<file path="src/rtl/route_arbiter_pkg.sv">
// Shared router definitions: port indices, field positions, XY route decode and small index helpers.
package route_arbiter_pkg;

  localparam int NPORTS = 5;
  localparam int ADDRYX = 8;
  localparam int SELW   = 3;
  localparam int COORDW = 4;
  localparam int X_LSB  = 0;
  localparam int Y_LSB  = 4;

  typedef logic [SELW-1:0]   port_t;
  typedef logic [COORDW-1:0] coord_t;

  localparam port_t P_LOCAL = 3'd0;
  localparam port_t P_NORTH = 3'd1;
  localparam port_t P_EAST  = 3'd2;
  localparam port_t P_SOUTH = 3'd3;
  localparam port_t P_WEST  = 3'd4;

  typedef enum logic {OUT_FREE = 1'b0, OUT_BUSY = 1'b1} out_state_e;

  // X is resolved before Y; equal coordinates on both axes terminate locally.
  function automatic port_t xy_route(input logic [ADDRYX-1:0] addr,
                                     input coord_t lx, input coord_t ly);
    coord_t x;
    coord_t y;
    x = addr[X_LSB +: COORDW];
    y = addr[Y_LSB +: COORDW];
    if (x > lx)      return P_EAST;
    else if (x < lx) return P_WEST;
    else if (y > ly) return P_NORTH;
    else if (y < ly) return P_SOUTH;
    else             return P_LOCAL;
  endfunction

  function automatic port_t onehot_idx(input logic [NPORTS-1:0] oh);
    port_t idx;
    idx = '0;
    for (int i = 0; i < NPORTS; i++) begin
      if (oh[i]) idx = port_t'(i);
    end
    return idx;
  endfunction

  function automatic port_t ptr_after(input port_t p);
    return (p == port_t'(NPORTS-1)) ? '0 : p + 1'b1;
  endfunction

endpackage

</file>
<file path="src/rtl/route_arbiter_rr.sv">
// Round-robin picker: first set request at ptr, ptr+1, ... wrapping; one-hot result.
// Purely combinational.
module rr_arbiter
  import route_arbiter_pkg::*;
(
  input  logic [NPORTS-1:0] req,
  input  port_t             ptr,
  output logic [NPORTS-1:0] gnt
);

  port_t idx;
  logic  found;

  always_comb begin
    gnt   = '0;
    found = 1'b0;
    idx   = ptr;
    for (int i = 0; i < NPORTS; i++) begin
      if (!found && req[idx]) begin
        gnt[idx] = 1'b1;
        found    = 1'b1;
      end
      idx = ptr_after(idx);
    end
  end

endmodule

</file>
<file path="src/rtl/route_arbiter.sv">
// XY-routes per-input requests, arbitrates each output round-robin and locks the winner until release.
// Grant/deny are registered one-cycle pulses (latency 1); requesters just hold request_i while waiting.
module route_arbiter
  import route_arbiter_pkg::*;
#(
  parameter coord_t LOCAL_X = 4'b0010,
  parameter coord_t LOCAL_Y = 4'b0010
) (
  input  logic                     clk,
  input  logic                     reset,
  input  logic [NPORTS-1:0]        request_i,
  input  logic [NPORTS*ADDRYX-1:0] address_i,
  input  logic [NPORTS-1:0]        release_i,
  output logic [NPORTS-1:0]        grant_o,
  output logic [NPORTS-1:0]        deny_o,
  output logic [NPORTS-1:0]        busy_o,
  output logic [NPORTS*SELW-1:0]   sel_o
);

  localparam logic [NPORTS-1:0] ONE = NPORTS'(1);

  port_t             target [NPORTS];
  logic [NPORTS-1:0] active;
  logic [NPORTS-1:0] uturn;
  logic [NPORTS-1:0] cand   [NPORTS];
  logic [NPORTS-1:0] win    [NPORTS];

  out_state_e        state_q [NPORTS];
  out_state_e        state_d [NPORTS];
  port_t             owner_q [NPORTS];
  port_t             owner_d [NPORTS];
  port_t             ptr_q   [NPORTS];
  port_t             ptr_d   [NPORTS];
  logic [NPORTS-1:0] grant_d;
  logic [NPORTS-1:0] deny_d;

  // Release on an input masks its request for that cycle.
  always_comb begin
    active = '0;
    uturn  = '0;
    for (int p = 0; p < NPORTS; p++) begin
      target[p] = xy_route(address_i[p*ADDRYX +: ADDRYX], LOCAL_X, LOCAL_Y);
      active[p] = request_i[p] & ~release_i[p];
      uturn[p]  = (target[p] == port_t'(p)) && (port_t'(p) != P_LOCAL);
    end
    for (int q = 0; q < NPORTS; q++) begin
      cand[q] = '0;
      for (int p = 0; p < NPORTS; p++) begin
        cand[q][p] = active[p] & ~uturn[p] & (target[p] == port_t'(q));
      end
    end
  end

  for (genvar q = 0; q < NPORTS; q++) begin : g_rr
    rr_arbiter u_rr (
      .req (cand[q]),
      .ptr (ptr_q[q]),
      .gnt (win[q])
    );
  end

  always_comb begin
    grant_d = '0;
    deny_d  = uturn & active;
    for (int q = 0; q < NPORTS; q++) begin
      state_d[q] = state_q[q];
      owner_d[q] = owner_q[q];
      ptr_d[q]   = ptr_q[q];
      case (state_q[q])
        OUT_FREE: begin
          grant_d = grant_d | win[q];
          deny_d  = deny_d | (cand[q] & ~win[q]);
          if (|win[q]) begin
            state_d[q] = OUT_BUSY;
            owner_d[q] = onehot_idx(win[q]);
            ptr_d[q]   = ptr_after(onehot_idx(win[q]));
          end
        end
        default: begin
          // The owner's own held request is neither granted nor denied.
          deny_d = deny_d | (cand[q] & ~(ONE << owner_q[q]));
          // Owner steering elsewhere (second-stage re-route) also gives this output up.
          if (release_i[owner_q[q]] ||
              (active[owner_q[q]] && (target[owner_q[q]] != port_t'(q)))) begin
            state_d[q] = OUT_FREE;
            owner_d[q] = '0;
          end
        end
      endcase
    end
  end

  always_ff @(posedge clk or negedge reset) begin
    if (!reset) begin
      for (int q = 0; q < NPORTS; q++) begin
        state_q[q] <= OUT_FREE;
        owner_q[q] <= '0;
        ptr_q[q]   <= '0;
      end
      grant_o <= '0;
      deny_o  <= '0;
    end else begin
      for (int q = 0; q < NPORTS; q++) begin
        state_q[q] <= state_d[q];
        owner_q[q] <= owner_d[q];
        ptr_q[q]   <= ptr_d[q];
      end
      grant_o <= grant_d;
      deny_o  <= deny_d;
    end
  end

  always_comb begin
    busy_o = '0;
    sel_o  = '0;
    for (int q = 0; q < NPORTS; q++) begin
      busy_o[q]              = (state_q[q] == OUT_BUSY);
      sel_o[q*SELW +: SELW]  = owner_q[q];
    end
  end

endmodule
</file>
<file path="config.mk">
export PLATFORM = sky130hd
export DESIGN_NAME = route_arbiter
export DESIGN_NICKNAME = d
export VERILOG_FILES = /design/src/rtl/route_arbiter_pkg.sv /design/src/rtl/route_arbiter_rr.sv /design/src/rtl/route_arbiter.sv
export SDC_FILE = /design/constraint.sdc
export NUM_CORES = 1
export LEC_CHECK = 0
export ABC_AREA = 0
export ABC_CLOCK_PERIOD_IN_PS = 13400
export CORE_AREA = 2 2 117 119
export DETAILED_ROUTE_END_ITERATION = 6
export DIE_AREA = 0 0 119 121
export DONT_BUFFER_PORTS = 1
export PLACE_DENSITY = 0.82
export SLEW_MARGIN = 10
export SYNTH_ARGS = -nofsm -noshare
export SYNTH_HDL_FRONTEND = slang
export SYNTH_SLANG_ARGS = --single-unit
</file>
<file path="constraint.sdc">
create_clock -name clk -period 13.4 [get_ports clk]
set_clock_uncertainty 0.05 [all_clocks]
set_input_delay 2.68 -clock clk [delete_from_list [all_inputs] [get_ports clk]]
set_output_delay 2.68 -clock clk [all_outputs]
set_load 0.03 [all_outputs]
</file>
After elaboration in Yosys (flattened, before gate mapping)
Index checks and enable logic that the tools add are counted.
{"block": "classes", "addsub": 25, "order_cmp": 80, "eq_ne": 54, "shift": 5, "muxes": 290, "n_bitwise": 108, "n_reduce_logical": 101}
{"op": "$mux 3", "n": 81}
{"op": "$mux 5", "n": 35}
{"op": "$or 5x5->5", "n": 34}
{"op": "$lt 3x4->1 const B", "n": 30}
{"op": "$bmux 1 s3", "n": 35}
{"op": "$mux 1", "n": 100}
{"op": "$eq 3x3->1 const B", "n": 30}
{"op": "$add 3x1->3 const B", "n": 25}
{"op": "$demux 1 s3", "n": 25}
{"op": "$ge 3x1->1 const B", "n": 25}
{"op": "$and 5x5->5", "n": 11}
{"op": "$logic_and 1x1->1", "n": 50}
{"op": "$not 5->5", "n": 10}
{"op": "$bmux 3 s3", "n": 5}
{"op": "$gt 4x2->1 const B", "n": 10}
{"op": "$lt 4x2->1 const B", "n": 10}
{"op": "$and 1x1->1", "n": 34}
{"op": "$eq 3x2->1 const B", "n": 10}
{"op": "$reduce_or 5->1", "n": 5}
{"op": "$shl 1x3->5 const A", "n": 5}
{"op": "$ge 4x4->1 const B", "n": 5}
{"op": "$logic_not 1->1", "n": 20}
{"op": "$not 3->4", "n": 5}
{"op": "$reduce_and 2->1", "n": 10}
{"op": "11 further kinds", "n": 53}
{"block": "word_totals", "reg_bits": 45, "input_bits": 52, "output_inout_bits": 30, "word_cells": 680}

Logic depth before layout (Yosys ltp)
{"block": "depth", "ltp_word": 36, "ltp_mapped": 22, "depth_no_buf": 20}

Cells and area by module
Synthesis repeated with hierarchy kept, for this count alone.
{"block": "hier_totals", "hier_cells": 1154, "hier_area_um2": 8653.3}
{"mod": "route_arbiter", "instances": 1, "cells_each": 464, "area_each_um2": 3748.6, "seq_area_each_um2": 1126.1}
{"mod": "rr_arbiter at g_rr[1].u_rr ...", "instances": 3, "cells_each": 134, "area_each_um2": 975.9, "seq_area_each_um2": 0.0}
{"mod": "rr_arbiter at g_rr[0].u_rr", "instances": 1, "cells_each": 154, "area_each_um2": 1047.3, "seq_area_each_um2": 0.0}
{"mod": "rr_arbiter at g_rr[4].u_rr", "instances": 1, "cells_each": 134, "area_each_um2": 929.6, "seq_area_each_um2": 0.0}

Worst setup path before layout
No wires, ideal clock.
{"block": "synth_timing", "path_kind": "input to register", "startpoint": "in address_i[3]", "endpoint": "reg ptr_q[4] in the netlist's numbering", "setup_time_ns": 0.123, "arrival_time_ns": 5.758, "required_time_ns": 13.227, "path_slack_ns": 7.468, "path_stages": 12, "path_buffers": 2, "path_cell_list": "or4b_1 buf_2 or3_4 nand2b_2 or4b_1 buf_2 nor4b_4 and4_4 or3_4 or4b_4 nand3_1 o21ai_1"}
{"block": "synth_between", "elab_chain_cells": 28, "word_cells_on_any_way": 48, "classes_between": "1 x add/sub; 2 x order compare; 2 x eq/ne; 28 x mux; 5 x bitwise; 10 x reduce/logical"}
{"element": "start, declared", "line_no": "route_arbiter.sv:12", "source": "input logic [NPORTS*ADDRYX-1:0] address_i,"}
{"element": "$lt 4x2->1", "line_no": "route_arbiter_pkg.sv:30", "source": "else if (x < lx) return P_WEST;"}
{"element": "$mux 3", "line_no": "route_arbiter_pkg.sv:30"}
{"element": "$mux 3 (*)", "line_no": "route_arbiter_pkg.sv:29", "source": "if (x > lx) return P_EAST;"}
{"element": "$eq 3x2->1 (*)", "line_no": "route_arbiter.sv:49", "source": "cand[q][p] = active[p] & ~uturn[p] & (target[p] == port_t'(q));"}
{"element": "$and 1x1->1 (*)", "line_no": "route_arbiter.sv:49"}
{"element": "$bmux 1 s3", "line_no": "route_arbiter_rr.sv:19", "source": "if (!found && req[idx]) begin"}
{"element": "$mux 1 (not written as such)", "line_no": "route_arbiter_rr.sv:19"}
{"element": "$mux 1", "line_no": "route_arbiter_rr.sv:19"}
{"element": "[10 not listed]"}
{"element": "$logic_and 1x1->1", "line_no": "route_arbiter_rr.sv:19"}
{"element": "$mux 5 (*)", "line_no": "route_arbiter_rr.sv:19"}
{"element": "$mux 1", "line_no": "route_arbiter_pkg.sv:40", "source": "if (oh[i]) idx = port_t'(i);"}
{"element": "$mux 3 (3 in a row)", "line_no": "route_arbiter_pkg.sv:40"}
{"element": "$mux 3", "line_no": "route_arbiter.sv:73", "source": "if (|win[q]) begin"}
{"element": "$mux 3", "line_no": "route_arbiter.sv:69", "source": "case (state_q[q])"}
{"element": "$add 3x1->3 / $eq 3x3->1 (equally long branches)", "line_no": "route_arbiter_pkg.sv:46", "source": "return (p == port_t'(NPORTS-1)) ? '0 : p + 1'b1;"}
{"element": "$mux 3", "line_no": "route_arbiter_pkg.sv:46"}
{"element": "end signal, assigned by index", "line_no": "route_arbiter.sv:106", "source": "ptr_q[q] <= ptr_d[q];"}
{"element": "end, declared", "line_no": "route_arbiter.sv:32", "source": "port_t ptr_q [NPORTS];"}
Mark *: on every way between the ends. The rest lies on a longest branch, timed or not. The select of a mux whose other input is x is not followed.
A chain may end at the register's enable or synchronous reset.

Final worst setup path
{"block": "layout_timing", "startpoint": "reg ptr_q[3] in the netlist's numbering", "endpoint": "reg ptr_q[5] in the netlist's numbering"}
{"block": "layout_between", "elab_chain_cells": 23, "word_cells_on_any_way": 79, "classes_between": "5 x add/sub; 10 x order compare; 5 x eq/ne; 40 x mux; 4 x bitwise; 15 x reduce/logical"}
{"element": "branches (longest 14 deep; another with $lt 3x4->1)"}
{"element": "$mux 5 (*)", "line_no": "route_arbiter_rr.sv:19"}
{"element": "$mux 1", "line_no": "route_arbiter_pkg.sv:40"}
{"element": "$mux 3 (3 in a row)", "line_no": "route_arbiter_pkg.sv:40"}
{"element": "$mux 3", "line_no": "route_arbiter.sv:73"}
{"element": "$mux 3", "line_no": "route_arbiter.sv:69"}
{"element": "$add 3x1->3 / $eq 3x3->1 (equally long branches)", "line_no": "route_arbiter_pkg.sv:46"}
{"element": "$mux 3", "line_no": "route_arbiter_pkg.sv:46"}
Every way passes the cells marked *. The select of a mux whose other input is x is not followed.

==> tab_implementation.tex <==
\begin{tabular}{lr}
\hline
Metric & Value \\
\hline
\multicolumn{2}{l}{\textbf{Run status}} \\
Run status & completed \\
\multicolumn{2}{l}{\textbf{Yosys}} \\
Area share of the largest cell type after synthesis & a little over an eighth \\
Ys async rst share & 100\% \\
Post-synthesis sequential area ratio & 13.6\% \\
Cell accounting for the most synthesized area & dfrtp\_1 \\
Number of storage elements in the synthesis netlist & 45 \\
Summed instance area of the synthesized netlist & 0.00831 mm\^{}2 \\
Total nets after synthesis & 1,259 \\
Number of enable-type register cells in the synthesized netlist & 0 \\
Count of distinct cell types in the synthesized netlist & 95 \\
Synthesis Warnings & 0 \\
Post-synth top cells & 108 x nor2\_1, 88 x nand2\_1, 70 x a21oi\_1 \\
Most used DFF post-synth & dfrtp\_1 \\
Mean instance size in the synthesized netlist & 7.09 um\^{}2 \\
Synthesized netlist cell count & 1,172 \\
Most frequent cell after synthesis & nor2\_1 \\
Ranking of synthesized cells by area & dfrtp\_1 14\%, ha\_1 5.3\%, nor2\_1 4.9\% \\
\multicolumn{2}{l}{\textbf{Layout}} \\
Net count, final & 1,211 \\
Util after Layout & around two thirds \\
Count of antenna diodes in the layout & 0 \\
Layout-stage area growth over the synthesis result & 2.23\% \\
Number of filler instances in the final layout & 1,210 \\
Ratio of cells with drive above 1 in the final layout & 6.32\% \\
\multicolumn{2}{l}{\textbf{Route}} \\
DR vias/cell & 7.58 \\
DRT antenna net count & 0 \\
First DRT Iteration DRCs & 1,419 \\
Total DRC errors in the routed layout & 0 \\
Top Metal Used & met4 \\
DRT Pass-1 Iters & 6 \\
Routed met2 length & approximately 13 mm \\
Via count of the routed design & about 10,000 \\
Routed wl met3 & approximately 3.9 mm \\
M1 wire length & 11.3 mm \\
Average wire length per cell after detail routing & 22.5 um \\
Total wirelength of the detailed-routed design & 29.2 mm \\
\multicolumn{2}{l}{\textbf{STA}} \\
Slew at the pin closest to its max-slew limit & 1120 ps \\
Setup Total Neg Slack & 0 ps \\
Setup repair after global routing missed its margin & false \\
Max Clk Rate & 0.156 GHz \\
Final worst path period need & 6400 ps \\
Endpoints failing hold & 0 \\
Count of pins over their slew limit & 0 \\
Headroom to the max-slew limit & roughly a quarter \\
Period utilization & 47.8\% \\
Final setup violating endpoints & 0 \\
\multicolumn{2}{l}{\textbf{Setup path}} \\
Top cell by count, worst path & ha\_1 \\
Worst path buffer plus inverter count & 2 \\
CP max stage cell & dfrtp\_1 \\
Sort of element at the start of the critical path & flip-flop \\
Setup crit end kind & flip-flop \\
Delay of the slowest cell on the worst path & approximately 570 ps \\
Flop2flop setup slack & roughly 7000 ps \\
Cell chain of the critical path & clkinv\_1 -> ha\_1 -> a21o\_1 -> ha\_1 -> o21ai\_0 -> a22o\_1 -> clkinv\_1 -> ha\_1 -> and2\_1 -> a32oi\_1 -> o41a\_1 -> o21ai\_0 -> mux2\_2 -> o221a\_2 -> a211oi\_2 -> or4b\_4 -> nand3\_1 -> o21ai\_1 \\
Maximum fanout along the worst path & 13 \\
CP Class & reg -> reg \\
Arrival time at the worst endpoint & about 6500 ps \\
Family of cells with the greatest summed delay on the critical path & compound AO/OA/AOI/OAI gates \\
Required time of the critical path & between 10,000 and 15,000 ps \\
\multicolumn{2}{l}{\textbf{Placement}} \\
Dpl hpwl & 22.8 mm \\
IO Port Bufs & 0 \\
Final weighted congestion in routability-driven placement & $\sim$1.1 \\
\multicolumn{2}{l}{\textbf{Clock network}} \\
Clock root buffer & clkbuf\_16 \\
Clock Pin Slew Worst Setup and Hold Paths & 70 ps \\
Buffer depth of the longest clock path & 2 \\
TritonCTS clock tree & built \\
Total clock buffers created by CTS & 5 \\
Total number of H-tree levels & 2 \\
CTS Hold Buffers Added & 0 \\
Clock latency of the later-clocked register in the worst-skew pair & 300 ps \\
Post CTS Setup Buffer Count & 0 \\
CTS-repair resized insts & 0 \\
Clock sink count & 45 \\
\multicolumn{2}{l}{\textbf{Floorplan}} \\
Standard cell core area & around 0.013 mm\^{}2 \\
Width of the chip & 119 um \\
Die Y & 121 um \\
Starting density of the core & 63.5\% \\
Num rows & 42 \\
Die ar. & approximately 0.014 mm\^{}2 \\
Boundary Pins & 82 \\
\multicolumn{2}{l}{\textbf{Global route}} \\
Total overflow reported by the global router & 0 \\
Pin count of the biggest net entering global routing & 46 \\
Overall global routing resource usage & about two fifths \\
Antenna violations before repair & 0 \\
Vias in the first global route & 8,838 \\
First-pass GRT wire length & roughly 46 mm \\
\multicolumn{2}{l}{\textbf{Power}} \\
Sum of internal, switching and leakage power & 2.30 mW \\
Leakage power total & 3.33 nW \\
Power per cell area & 270 mW/mm\^{}2 \\
Largest voltage drop on the vdd net & 0.167 mV \\
\multicolumn{2}{l}{\textbf{Hold path}} \\
Worst min path class & reg -> reg \\
\multicolumn{2}{l}{\textbf{Flow run}} \\
Maximum Capacitance Violations & 0 \\
\hline
\end{tabular}
==> worst paths after layout <==
check                                          start               endpoint  cells after the start
max in group asynchronous                      reset   ptr_q[7]$_DFFE_PN0P_                      0
worst max-delay path            ptr_q[3]$_DFFE_PN0P_   ptr_q[5]$_DFFE_PN0P_                     18
worst min-delay path            ptr_q[7]$_DFFE_PN0P_   ptr_q[7]$_DFFE_PN0P_                      1
worst max register to register  ptr_q[3]$_DFFE_PN0P_   ptr_q[5]$_DFFE_PN0P_                     18
worst min register to register  ptr_q[7]$_DFFE_PN0P_   ptr_q[7]$_DFFE_PN0P_                      1
min in group asynchronous                      reset  ptr_q[10]$_DFFE_PN0P_                      0
==> cells by family (layout without fill, tap and decap cells) <==
kind of cell	after synthesis	in the layout	share of synthesized area, %
AND/OR/NAND/NOR	512	512	34.1
adder cells (fa/ha/maj)	35	35	5.27
multiplexers	31	31	4.91
XOR/XNOR	12	12	1.27
buffers and inverters	122	74	5.59
flip-flops	45	45	13.6
AO/OA/AOI/OAI	415	415	35.3
==> per-layer routing <==
layer / vias up / track usage (%)
met4: 0 / 16.4
met3: 108 / 10.7
met1: 4549 / 51.9
met5: - / 0
li1: 4484 / -
met2: 717 / 62.7
==> cell type report <==
type / instances / area, um^2 / share of cell area [%]
tap: 176 / 220 / 2.59
sequential: 45 / 1130 / 13.3
clock inverter: 2 / 35.0 / 0.413
multi-input combinational: 1005 / 6720 / 79.2
timing repair buffer: 3 / 22.5 / 0.265
inverter: 64 / 240 / 2.83
clock buffer: 5 / 125 / 1.47
==> registers in the layout, indices dropped and copies added, names as in the netlist <==
signal   flops
busy_o       5
ptr_q       15
deny_o       5
grant_o      5
sel_o       15
==> through the flow <==
| step | instance area, um^2 | std cells | setup WS (ps) | hold slack, ps |
|---|---|---|---|---|
| floorplan | 8310 | 1172 | 7470 | 582 |
| global placement | 8330 | 1293 | 7010 | 687 |
| detailed placement | 8330 | 1293 | 6960 | 674 |
| CTS | 8490 | 1300 | 7190 | 695 |
| global route | 8490 | 1300 | 6600 | 740 |
| finish | 8490 | 1300 | 7000 | 705 |
==> cell usage in the layout (no fill, tap or decap), drive strengths merged, types with 24 or more instances in the layout <==
master | synthesis | layout
inv | 59 | 59
ha | 35 | 35
nor2 | 108 | 108
nand3 | 52 | 52
a31oi | 24 | 24
a211oi | 28 | 28
nor3 | 53 | 53
nand2 | 88 | 88
dfrtp | 45 | 45
o21ai | 75 | 75
nand4 | 24 | 24
a21oi | 71 | 71
==> where the power goes <==
part	switching, mW	internal [mW]	leakage, nW
clock	0.0595	0.0868	0.0797
combinational	1.11	0.686	2.66
sequential	0.171	0.180	0.590
total	1.34	0.953	3.33
(Power assumes the default switching activity.)
